`src/rtl/sort_host_pkg.sv`:
```
// rtl/sort_host_pkg.sv - shared types and constants for the sort host
package sort_host_pkg;

    localparam int unsigned NUM_ROWS = 16;
    localparam int unsigned ADDR_W   = 4;
    localparam int unsigned DATA_W   = 8;

    typedef logic [ADDR_W-1:0] t_addr;
    typedef logic [DATA_W-1:0] t_data;

    // Gray-coded so every legal transition flips a single bit.
    typedef enum logic [1:0] {
        ST_LOAD   = 2'b00,
        ST_KICK   = 2'b01,
        ST_SORT   = 2'b11,
        ST_UNLOAD = 2'b10
    } state_t;

    // Index of the final row of a frame; the pointer is only ever compared to this.
    function automatic t_addr last_row(input int unsigned rows);
        return t_addr'(rows - 1);
    endfunction

endpackage

```
`src/rtl/sort_host.sv`:
```
// rtl/sort_host.sv - load/kick/sort/unload host around an external array and sort controller
module sort_host
    import sort_host_pkg::*;
#(
    parameter int unsigned FRAME_ROWS = NUM_ROWS
) (
    input  logic  clk,
    input  logic  rst_n,

    input  logic  in_valid,
    output logic  in_ready,
    input  t_data in_data,

    output logic  out_valid,
    input  logic  out_ready,
    output t_data out_data,
    output logic  out_last,

    output logic  sort_start,
    input  logic  sort_done,

    input  t_addr ctl_rd_addr,
    output t_data ctl_rd_data,
    input  logic  ctl_wr_en,
    input  t_addr ctl_wr_addr,
    input  t_data ctl_wr_data,

    output t_addr mem_rd_addr,
    input  t_data mem_rd_data,
    output logic  mem_wr_en,
    output t_addr mem_wr_addr,
    output t_data mem_wr_data,

    output logic  busy
);

    localparam t_addr LAST = last_row(FRAME_ROWS);

    state_t state;
    t_addr  ptr;

    // State decodes are qualified by rst_n so every output is quiet while reset is held,
    // including a ctl write that coincides with the reset edge.
    logic in_load;
    logic in_kick;
    logic in_sort;
    logic in_unload;
    logic at_last;

    assign in_load   = rst_n && (state == ST_LOAD);
    assign in_kick   = rst_n && (state == ST_KICK);
    assign in_sort   = rst_n && (state == ST_SORT);
    assign in_unload = rst_n && (state == ST_UNLOAD);
    assign at_last   = (ptr == LAST);

    // Stream handshakes, array port steering and status flags.
    always_comb begin
        in_ready    = in_load;
        out_valid   = in_unload;
        out_data    = in_unload ? mem_rd_data : '0;
        out_last    = in_unload && at_last;
        sort_start  = in_kick;
        busy        = in_kick || in_sort;
        ctl_rd_data = mem_rd_data;

        mem_rd_addr = '0;
        mem_wr_en   = 1'b0;
        mem_wr_addr = '0;
        mem_wr_data = '0;

        if (in_sort) begin
            mem_rd_addr = ctl_rd_addr;
            mem_wr_en   = ctl_wr_en;
            if (ctl_wr_en) begin
                mem_wr_addr = ctl_wr_addr;
                mem_wr_data = ctl_wr_data;
            end
        end else if (in_unload) begin
            mem_rd_addr = ptr;
        end else if (in_load && in_valid) begin
            mem_wr_en   = 1'b1;
            mem_wr_addr = ptr;
            mem_wr_data = in_data;
        end
    end

    // Frame sequencer: pointer advances only on handshakes and is cleared on every phase change.
    always_ff @(posedge clk) begin
        if (!rst_n) begin
            state <= ST_LOAD;
            ptr   <= '0;
        end else begin
            case (state)
                ST_LOAD: begin
                    if (in_valid) begin
                        if (at_last) begin
                            state <= ST_KICK;
                            ptr   <= '0;
                        end else begin
                            ptr <= ptr + t_addr'(1);
                        end
                    end
                end
                ST_KICK: begin
                    state <= ST_SORT;
                end
                ST_SORT: begin
                    if (sort_done) begin
                        state <= ST_UNLOAD;
                        ptr   <= '0;
                    end
                end
                ST_UNLOAD: begin
                    if (out_ready) begin
                        if (at_last) begin
                            state <= ST_LOAD;
                            ptr   <= '0;
                        end else begin
                            ptr <= ptr + t_addr'(1);
                        end
                    end
                end
                default: begin
                    state <= ST_LOAD;
                    ptr   <= '0;
                end
            endcase
        end
    end

endmodule

```
`config.mk`:
```
export PLATFORM = sky130hd
export DESIGN_NAME = sort_host
export DESIGN_NICKNAME = d
export VERILOG_FILES = /design/src/rtl/sort_host_pkg.sv /design/src/rtl/sort_host.sv
export SDC_FILE = /design/constraint.sdc
export NUM_CORES = 1
export LEC_CHECK = 0
export BUFFER_PORTS_ARGS = -buffer_cell sky130_fd_sc_hd__buf_2
export CAP_MARGIN = 40
export CORE_MARGIN = 2
export CORE_UTILIZATION = 36
export DETAILED_ROUTE_END_ITERATION = 8
export PLACE_DENSITY_LB_ADDON = 0.05
export SYNTH_ARGS = -nofsm -noshare
export SYNTH_HDL_FRONTEND = slang
export SYNTH_SLANG_ARGS = --single-unit
```
`constraint.sdc`:
```
create_clock -name clk -period 1.8 [get_ports clk]
set_input_delay 0.27 -clock clk [delete_from_list [all_inputs] [get_ports clk]]
set_output_delay 0.27 -clock clk [all_outputs]
set_load 0.005 [all_outputs]
```
==> metrics.md, run 1 <==
| Metric | Value |
|---|---|
| Outcome | `finished clean` |
| Post-cts sizing count | `0` |
| IO Port Bufs | `75` |
| Largest stage delay, worst path | `0.43 ns` |
| Final worst-path cycle share | `95.50%` |
| Antenna Violating Nets Remaining | `0` |
| Clock tree buffer depth | `2` |
| Routed len/inst | `12.20 um` |
| Crit path cell chain | `ha_1, and3_1, and3_1, buf_2` |
| Area contributors post-synth | `dfxtp_1 17%, a22o_1 15%, and3_1 11%` |
| Dpl ws | `0.1937 ns` |
| WP data required | `1.53 ns` |
| Synth cell types | `28` |
| Die span in x | `48 um` |
| Starting Density | `39.09%` |
| Finished Layout Cells | `179` |
| Leakage | `0.6193 nW` |
| First-pass GRT wire length | `3001 um` |
| CTS tree | `built` |
| Largest net degree at the start of global routing | `17` |
| Avg Inst Size Synth | `7.920 um^2` |
| Most frequent cells in the layout | `75 x buf_2, 12 x a22o_1, 11 x and3_1` |
| Vias/cell | `5.078` |
| Row count | `15` |
| Ys Warns | `0` |
| # hold bufs at CTS | `0` |
| Final setup fails | `0` |
| Worst setup EP type | `output pin` |
| Num ports | `76` |
| Initial antenna violation count | `0` |
| Register area share after synthesis | `17.24%` |
| Worst-Skew Late Latency | `0.24 ns` |
| Most frequent CP cell | `and3_1` |
| Worst VDD drop | `0.3185 mV` |
| Fill count | `179` |
| Crit Path Class | `register to output pin` |
| Slowest CP cell | `dfxtp_1` |
| # diodes | `0` |
| Cell Area, Synth | `696.9 um^2` |
| # clock sinks | `6` |
| Die Span Y | `48 um` |
| Reg clk slew, reported paths | `0.05 ns` |
| Cells after Synth | `88` |
| Total Neg Setup Slack | `0 ns` |
| Synth Register Bits | `6` |
| CORE AREA | `0.001783 mm^2` |
| Post-CTS setup buffers | `0` |
| Residual DRC count | `0` |
| DR iter-0 viols | `28` |
| Final Hold Viols | `0` |
| Dpl hpwl | `1748 um` |
| Share of cells above drive strength 1 | `56.49%` |
| Synth top area share | `17.24%` |
| WL final | `2184 um` |
| Synth Net Count | `127` |
| Area Overhead vs Synth | `49.91%` |
| Setup slack after layout | `0.08099 ns` |
| Slew at the pin closest to its max-slew limit | `0.2902 ns` |
| Worst-path maximum fanout | `6` |
| H-tree depth | `1` |
| Worst min path class | `input port to register` |
| Number of global-route vias before repair | `744` |
| Fmax | `0.5817 GHz` |
| CP Launch Type | `register` |
| Gr ovfl total | `0` |
| Top delay family on crit path | `flip-flops` |
| Area leader, netlist | `dfxtp_1` |
| Via count | `909` |
| Worst slew margin | `80.48%` |
| Skew final | `0.003769 ns` |
| Min Tclk post-route | `1.719 ns` |
| Most common cell after layout, fill and taps aside | `buf_2` |
| GRT Util Overall | `17.97%` |
| Placed Instances | `176` |
| WP buf/inv | `1` |
| RSZ-0062 raised after global routing | `false` |
| Total CTS buffers | `3` |
| DIE AREA | `0.002304 mm^2` |
| NumNets Final | `195` |
| PD cells | `397.5 mW/mm^2` |
| RePlAce Congestion | `0.8048` |
| Clock root buffer | `clkbuf_4` |
| First-pass iteration count of the detailed router | `4` |
| Final-report max-slew violation count | `0` |
| Max_cap viols | `0` |
| Worst path arrival time | `1.45 ns` |
## routing by layer
metal	track usage, %	part of all wire [%]	vias up
met5	0	0	-
met4	4.324	0.37	0
met3	6.038	9.1	2
met2	32.53	49	47
met1	20.09	42	404
li1	-	-	456
## cells by family after synthesis
family / after synthesis / synth area share (%)
AND/OR/NAND/NOR: 31 / 26.75
AO/OA/AOI/OAI: 24 / 27.11
buffers and inverters: 19 / 16.88
multiplexers: 7 / 10.23
flip-flops: 6 / 17.24
adder cells (fa/ha/maj): 1 / 1.795
## flip-flops by register name, summed over array words and instances, names as in the netlist
name   flops
ptr        4
state      2
## report_power, final
part | internal (mW) | leakage, nW | switching (mW)
sequential | 0.144 | 0.0489 | 0.0207
combinational | 0.0713 | 0.557 | 0.0541
clock | 0.0755 | 0.0138 | 0.0492
## area by class of cell
| type | instances | area (um^2) | share of cell area [%] |
|---|---|---|---|
| clock buffers | 3 | 22.52 | 2.156 |
| inverters | 5 | 18.77 | 1.796 |
| multi-input cells | 63 | 461.7 | 44.19 |
| flip-flops and latches | 6 | 120.1 | 11.50 |
| well taps | 25 | 31.28 | 2.994 |
| repair buffers | 77 | 390.4 | 37.37 |
## path summary, 6_finish.rpt
kind,endpoint,depth (start not counted),start,slack [ns]
max,out_last,4,ptr[0],0.08
min,state[0],2,sort_done,0.24
max reg2reg,ptr[2],4,state[1],0.46
min reg2reg,ptr[0],1,ptr[0],0.56
## stage by stage
stage | instance area, um^2 | utilization (%) | hold slack (ns) | power (mW)
after detailed placement | 1020 | 57.19 | 0.4980 | 0.2922
after CTS | 1042 | 58.46 | 0.2320 | 0.4210
after floorplan | 696.9 | - | 0.3673 | 0.2307
after global routing | 1045 | 58.60 | 0.2319 | 0.4448
after global placement | 1020 | 57.19 | 0.4923 | 0.2875
final | 1045 | 58.60 | 0.2386 | 0.4153
## synth_stat cells (all sizes together)
cell type  number
a21boi          1
a21oi           4
a22o           12
a31oi           2
and2            1
and2b           1
and3           12
buf            12
clkbuf          2
dfxtp           6
ha              1
inv             5
mux2            1
mux2i           6
nand2           2
nand2b          1
nand3b          2
nand4           2
nor2            6
nor3            1
nor3b           1
o211ai          4
o32ai           1
or2             1
or3b            1
## worst register-to-register path: stages (launching register included)
cell and delay [ns]:
dfxtp_1 0.37, buf_4 0.21, mux2_2 0.39, a31oi_1 0.18, a31oi_1 0.06
Note: power is estimated with default switching activity, not from simulation.
==> run 2, diff against run 1 <==
--- a/config.mk
+++ b/config.mk
@@ -10,7 +10,7 @@
 export CORE_MARGIN = 2
 export CORE_UTILIZATION = 36
 export DETAILED_ROUTE_END_ITERATION = 8
-export PLACE_DENSITY_LB_ADDON = 0.05
+export PLACE_DENSITY = 0.84
 export SYNTH_ARGS = -nofsm -noshare
 export SYNTH_HDL_FRONTEND = slang
 export SYNTH_SLANG_ARGS = --single-unit
==> metrics.md, run 2 (synthesis results as in run 1) <==
| Metric | Value |
|---|---|
| Outcome | `finished clean` |
| RePlAce Congestion | `0.8262 (+2.7%)` |
| Number of global-route vias before repair | `692 (-7.0%)` |
| CP Launch Type | `register` |
| # diodes | `0 (unchanged)` |
| Largest regs | `ptr x4, state x2` |
| Worst-path maximum fanout | `12 (+6)` |
| Final worst-path cycle share | `96.65% (+1.2 points)` |
| WP data required | `1.53 ns (about the same)` |
| Residual DRC count | `0 (unchanged)` |
| Slowest CP cell | `dfxtp_1` |
| Worst slew margin | `81.04% (+0.56 points)` |
| DIE AREA | `0.002304 mm^2 (unchanged)` |
| Share of cells above drive strength 1 | `57.42% (+0.93 points)` |
| PD cells | `398.0 mW/mm^2 (+0.13%)` |
| RSZ-0062 raised after global routing | `false` |
| First-pass GRT wire length | `2835 um (-5.5%)` |
| Skew final | `0.002515 ns (-0.001253 ns)` |
| Min Tclk post-route | `1.740 ns (+0.02077 ns)` |
| Area Overhead vs Synth | `51.89%` |
| Largest stage delay, worst path | `0.37 ns (-0.06 ns)` |
| Worst VDD drop | `0.3633 mV (+14%)` |
| Die Span Y | `48 um (unchanged)` |
| Dpl hpwl | `1992 um (+14%)` |
| CTS tree | `built` |
| Reg clk slew, reported paths | `0.05 ns (about the same)` |
| Crit path cell chain | `buf_4, and2b_2, and3_1, buf_2` |
| Worst path arrival time | `1.47 ns (+0.02 ns)` |
| Clock tree buffer depth | `2 (unchanged)` |
| Finished Layout Cells | `180 (+0.56%)` |
| Initial antenna violation count | `0 (unchanged)` |
| DP Area | `0.001027 mm^2 (+0.74%)` |
| Gr ovfl total | `0 (unchanged)` |
| Total power | `421.3 uW (+1.4%)` |
| NumNets Final | `196 (+0.51%)` |
| Core Util, Final | `59.37% (+0.77 points)` |
| Total Neg Setup Slack | `0 ns (unchanged)` |
| H-tree depth | `1 (unchanged)` |
| Final-report max-slew violation count | `0 (unchanged)` |
| Via count | `918 (+0.99%)` |
| Worst min path class | `input port to register` |
| Worst-Skew Late Latency | `0.25 ns (about the same)` |
| Row count | `15 (unchanged)` |
| Antenna Violating Nets Remaining | `0 (unchanged)` |
| # clock sinks | `6 (unchanged)` |
| Die span in x | `48 um (unchanged)` |
| Worst setup EP type | `output pin` |
| Total CTS buffers | `3 (unchanged)` |
| Num ports | `76 (unchanged)` |
| Leakage | `0.6250 nW (+0.91%)` |
| # hold bufs at CTS | `0 (unchanged)` |
| Crit Path Class | `register to output pin` |
| Max_cap viols | `0 (unchanged)` |
| GRT Util Overall | `17.58% (-0.39 points)` |
| Final Cell Area | `0.001059 mm^2 (+1.3%)` |
| Routed len/inst | `12.93 um (+6.0%)` |
| Post-CTS setup buffers | `0 (unchanged)` |
| Final Hold Viols | `0 (unchanged)` |
| Largest net degree at the start of global routing | `14 (-3)` |
| Vias/cell | `5.100 (+0.43%)` |
| WL final | `2327 um (+6.5%)` |
| Number of flip-flops in the largest register | `4 (unchanged)` |
| Starting Density | `39.09% (unchanged)` |
| Largest Register | `ptr` |
| Fmax | `0.5748 GHz (-1.2%)` |
| Slew at the pin closest to its max-slew limit | `0.2819 ns (-0.008269 ns)` |
| Most frequent cells in the layout | `75 x buf_2, 12 x a22o_1, 11 x and3_1` |
| Most common cell after layout, fill and taps aside | `buf_2` |
| DR iter-0 viols | `18 (-36%)` |
| IO Port Bufs | `75 (unchanged)` |
| Clock root buffer | `clkbuf_4` |
| Final setup fails | `0 (unchanged)` |
| CORE AREA | `0.001783 mm^2 (unchanged)` |
| First-pass iteration count of the detailed router | `4 (unchanged)` |
| Placed Instances | `177 (+0.57%)` |
run 2: cell count changes in the layout (fill, tap and decap cells not counted):
cell,change
dfxtp_2,+1
and3_4,+1
buf_4,+1
and2_2,-1
and2_4,+1
and3_2,-1
dfxtp_1,-1
run 2: critical path: cells and delay by family (launching register included):
| kind | cells | cell delay, ns |
|---|---|---|
| simple gates | 2 | 0.51 |
| flops | 1 | 0.37 |
| buf+inv | 2 | 0.34 |
run 2: final timing paths:
| path | startpoint | to | cells past startpoint | slack [ns] |
|---|---|---|---|---|
| max reg2reg | state[1] | ptr[2] | 4 | 0.45 |
| min | sort_done | state[0] | 2 | 0.22 |
| max | state[0] | out_data[4] | 4 | 0.06 |
| min reg2reg | ptr[0] | ptr[0] | 1 | 0.55 |
run 2: per-layer routing:
layer	global-route usage, %	vias up	wire (um)
met1	20.94	415	938
met4	3.243	0	12
met5	0	-	0
met2	30.40	44	1156
li1	-	457	-
met3	6.415	2	220
run 2: where the power goes:
group          total (mW)  switching, mW  internal, mW  leakage [nW]
registers           0.166         0.0211         0.144        0.0494
clock network       0.128         0.0528        0.0757        0.0138
logic               0.127         0.0550        0.0723         0.562
run 2: timing repair:
| action | 4_1_cts | 5_1_grt |
|---|---|---|
| gates resized for setup | 1 | 4 |
| setup endpoints to repair | 1 | 17 |
| endpoints found under the hold margin | 0 | 0 |
run 2: final cells by class:
cell class | count | area (um^2)
Clock buffer | 3 | 22.52
Timing Repair Buffer | 78 | 397.9
Inverter | 5 | 18.77
Tap cell | 25 | 31.28
Multi-Input combinational cell | 63 | 466.7
Fill cell | 163 | 724.4
Sequential cell | 6 | 121.4
run 2: per-stage QoR:
step | worst slack [ns] | hold slack, ns
2_1_floorplan | 0.4299 | 0.3673
3_3_place_gp | 0.2554 | 0.4908
3_5_place_dp | 0.2227 | 0.4821
4_1_cts | 0.02668 | 0.2167
5_1_grt | 0.008196 | 0.2259
6_report | 0.06023 | 0.2205
==> run 3, diff against run 2 <==
--- a/config.mk
+++ b/config.mk
@@ -5,10 +5,11 @@
 export SDC_FILE = /design/constraint.sdc
 export NUM_CORES = 1
 export LEC_CHECK = 0
+export ABC_AREA = 1
 export BUFFER_PORTS_ARGS = -buffer_cell sky130_fd_sc_hd__buf_2
 export CAP_MARGIN = 40
 export CORE_MARGIN = 2
-export CORE_UTILIZATION = 36
+export CORE_UTILIZATION = 38
 export DETAILED_ROUTE_END_ITERATION = 8
 export PLACE_DENSITY = 0.84
 export SYNTH_ARGS = -nofsm -noshare
==> constraint.sdc (replaced) <==
create_clock -name clk -period 2.2 [get_ports clk]
set_input_delay 0.33 -clock clk [delete_from_list [all_inputs] [get_ports clk]]
set_output_delay 0.33 -clock clk [all_outputs]
set_load 0.005 [all_outputs]
==> metrics.md, run 3 <==
| Metric | Value |
|---|---|
| Outcome | `finished clean` |
| Avg Inst Size Synth | `5.466 um^2 (-31%)` |
| Total CTS buffers | `3 (unchanged)` |
| RePlAce Congestion | `0.8164 (-1.2%)` |
| First-pass GRT wire length | `3946 um (+39%)` |
| Worst-path maximum fanout | `17 (+5)` |
| PD cells | `294.9 mW/mm^2 (-26%)` |
| Clock root buffer | `clkbuf_4` |
| Setup crit end | `mem_wr_addr[2]` |
| IO Port Bufs | `75 (unchanged)` |
| Async SR Flop Fraction | `0% (unchanged)` |
| Switching pwr | `104.2 uW (-19%)` |
| Most frequent cells in the layout | `75 x buf_2, 30 x nand2_1, 28 x nand3_1` |
| Number of flip-flops in the largest register | `4 (unchanged)` |
| Max_cap viols | `0 (unchanged)` |
| Die Span Y | `49.04 um (+2.2%)` |
| Worst r2r src | `state[0]` |
| Final Hold Viols | `0 (unchanged)` |
| RSZ-0062 raised after global routing | `false` |
| Fill count | `217 (+33%)` |
| Final-report max-slew violation count | `0 (unchanged)` |
| Min Tclk post-route | `2.010 ns` |
| CTS tree | `built` |
| # diodes | `0 (unchanged)` |
| H-tree depth | `1 (unchanged)` |
| Synth cell types | `20 (-29%)` |
| Post-synth EDFFs | `0 (unchanged)` |
| Die span in x | `49.04 um (+2.2%)` |
| Worst path arrival time | `1.68 ns (+0.21 ns)` |
| Area contributors post-synth | `nand3_1 19%, dfxtp_1 16%, nand2_1 15%` |
| Total Neg Setup Slack | `0 ns (unchanged)` |
| Commonest cells post-synth | `30 x nand2_1, 29 x nand3_1, 21 x inv_1` |
| Post-CTS setup buffers | `0 (unchanged)` |
| Vias/cell | `4.751 (-6.8%)` |
| Residual DRC count | `0 (unchanged)` |
| R2R Setup Slk | `0.88 ns (+0.43 ns)` |
| Gr ovfl total | `0 (unchanged)` |
| Placed Instances | `230 (+30%)` |
| Worst reg-to-reg path cell count | `7 (+3)` |
| Cell Area, Synth | `770.7 um^2 (+11%)` |
| Leakage | `0.7184 nW (+15%)` |
| Num ports | `76 (unchanged)` |
| DR iter-0 viols | `15 (-3)` |
| Final worst-path cycle share | `91.35%` |
| Slew at the pin closest to its max-slew limit | `0.3918 ns (+0.1099 ns)` |
| Most common cell after layout, fill and taps aside | `buf_2` |
| DIE AREA | `0.002404 mm^2 (+4.4%)` |
| Area Overhead vs Synth | `44.64%` |
| Dpl hpwl | `1841 um (-7.6%)` |
| Finished Layout Cells | `233 (+29%)` |
| Starting Density | `39.69% (+0.60 points)` |
| Worst-Skew Late Latency | `0.26 ns (about the same)` |
| Seq pwr share | `36.0% (-3.3 points)` |
| Worst slew margin | `73.79% (-7.2 points)` |
| Number of global-route vias before repair | `912 (+32%)` |
| CP Launch Type | `register` |
| Gate power share | `29.8% (-0.4 points)` |
| Final setup fails | `0 (unchanged)` |
| First-pass iteration count of the detailed router | `4 (unchanged)` |
| Initial antenna violation count | `0 (unchanged)` |
| Routed len/inst | `9.931 um (-23%)` |
| Worst Setup SP | `state[1]` |
| Reg2reg end | `state[1]` |
| Sw Share | `31.70% (+1.1 points)` |
| Antenna Violating Nets Remaining | `0 (unchanged)` |
| Synth Net Count | `180 (+42%)` |
| Register area share after synthesis | `15.58% (-1.7 points)` |
| Internal | `224.5 uW (-23%)` |
| Largest regs | `ptr x4, state x2` |
| Largest Register | `ptr` |
| Synth top area share | `18.83% (+1.6 points)` |
| Synth Register Bits | `6 (unchanged)` |
| Hold Path Origin | `rst_n` |
| Worst min path class | `input port to register` |
| Worst VDD drop | `0.2848 mV (-22%)` |
| Fmax | `0.4976 GHz` |
| Ys Warns | `0 (unchanged)` |
| Largest net degree at the start of global routing | `18 (+4)` |
| Top-count cell post-synth | `nand2_1` |
| CORE AREA | `0.001942 mm^2 (+8.9%)` |
| Row count | `16 (+1)` |
| GRT Util Overall | `20.59% (+3.0 points)` |
| Cells after Synth | `141 (+60%)` |
| Clock tree buffer depth | `2 (unchanged)` |
| NumNets Final | `247 (+26%)` |
| # clock sinks | `6 (unchanged)` |
| Via count | `1107 (+21%)` |
| Synth Flop Type | `dfxtp_1` |
| Skew final | `0.0005867 ns (-0.001929 ns)` |
| Crit Path Class | `register to output pin` |
| Reg clk slew, reported paths | `0.05 ns (about the same)` |
| WP data required | `1.87 ns (+0.34 ns)` |
| Area leader, netlist | `nand3_1` |
| Share of cells above drive strength 1 | `40.78% (-17 points)` |
| Worst setup EP type | `output pin` |
| Clock Power Share | `34.2% (+3.7 points)` |
| WL final | `2314 um (-0.56%)` |
==> run 3: worst max-delay path, stage by stage, from the launching register on <==
cell and delay (ns):
dfxtp_1 0.50, nand2_1 0.23, nor2_4 0.35, nand3_1 0.11
o21ai_0 0.09, buf_2 0.13
==> run 3: timing repair <==
action	4_1_cts	5_1_grt
resized for setup	0	1
hold buffers	0	0
endpoints found under the setup margin	0	1
==> run 3: worst min path at each step <==
stage / endpoint / slack [ns] / depth (start not counted)
final: ptr[3] / 0.36 / 3
after CTS: ptr[3] / 0.35 / 3
after global routing: ptr[3] / 0.37 / 3
after floorplan: ptr[2] / 0.45 / 2
after global placement: ptr[0] / 0.55 / 2
after detailed placement: ptr[0] / 0.55 / 2
==> run 3: layout make-up <==
class | instances | area, um^2 | share of cell area [%]
clock buffer | 3 | 22.52 | 2.020
sequential | 6 | 120.1 | 10.77
timing repair buffer | 75 | 375.4 | 33.67
tap | 27 | 33.78 | 3.030
multi-input combinational | 100 | 480.5 | 43.10
inverter | 22 | 82.58 | 7.407
==> run 3: kinds of logic (layout without fill, tap and decap cells) <==
logic type                 count (synthesis)  in the layout  synth area share (%)
AOI/OAI and AO/OA                         16             16                 10.88
adders and majority gates                  1              1                 1.623
and+or+nand+nor                           83             83                 49.19
buffers and inverters                     35            100                 22.73
DFF                                        6              6                 15.59
==> run 3: power groups by stage <==
stage	logic [mW]	clock network [mW]	registers [mW]
final	0.0979	0.112	0.118
after global placement	0.0975	0	0.120
after global routing	0.112	0.117	0.119
after floorplan	0.0530	0	0.119
after detailed placement	0.0979	0	0.121
after CTS	0.0984	0.115	0.118
==> run 3: stage by stage <==
| step | setup WS, ns | power (mW) | utilization [%] | cell area (um^2) | hold slack (ns) |
|---|---|---|---|---|---|
| after floorplan | 0.7990 | 0.1724 | - | 770.7 | 0.4543 |
| after global placement | 0.4914 | 0.2179 | 55.99 | 1087 | 0.5505 |
| after detailed placement | 0.4820 | 0.2184 | 55.99 | 1087 | 0.5549 |
| after CTS | 0.1996 | 0.3321 | 57.15 | 1110 | 0.3471 |
| after global routing | 0.002871 | 0.3481 | 57.41 | 1115 | 0.3658 |
| final | 0.1904 | 0.3287 | 57.41 | 1115 | 0.3649 |
==> run 3: layer usage <==
metal | wire (um) | vias to the layer above | track usage, %
li1 | - | 571 | -
met4 | 30 | 0 | 7.143
met2 | 1137 | 51 | 35.62
met1 | 924 | 480 | 24.02
met5 | 0 | - | 0
met3 | 221 | 5 | 6.135
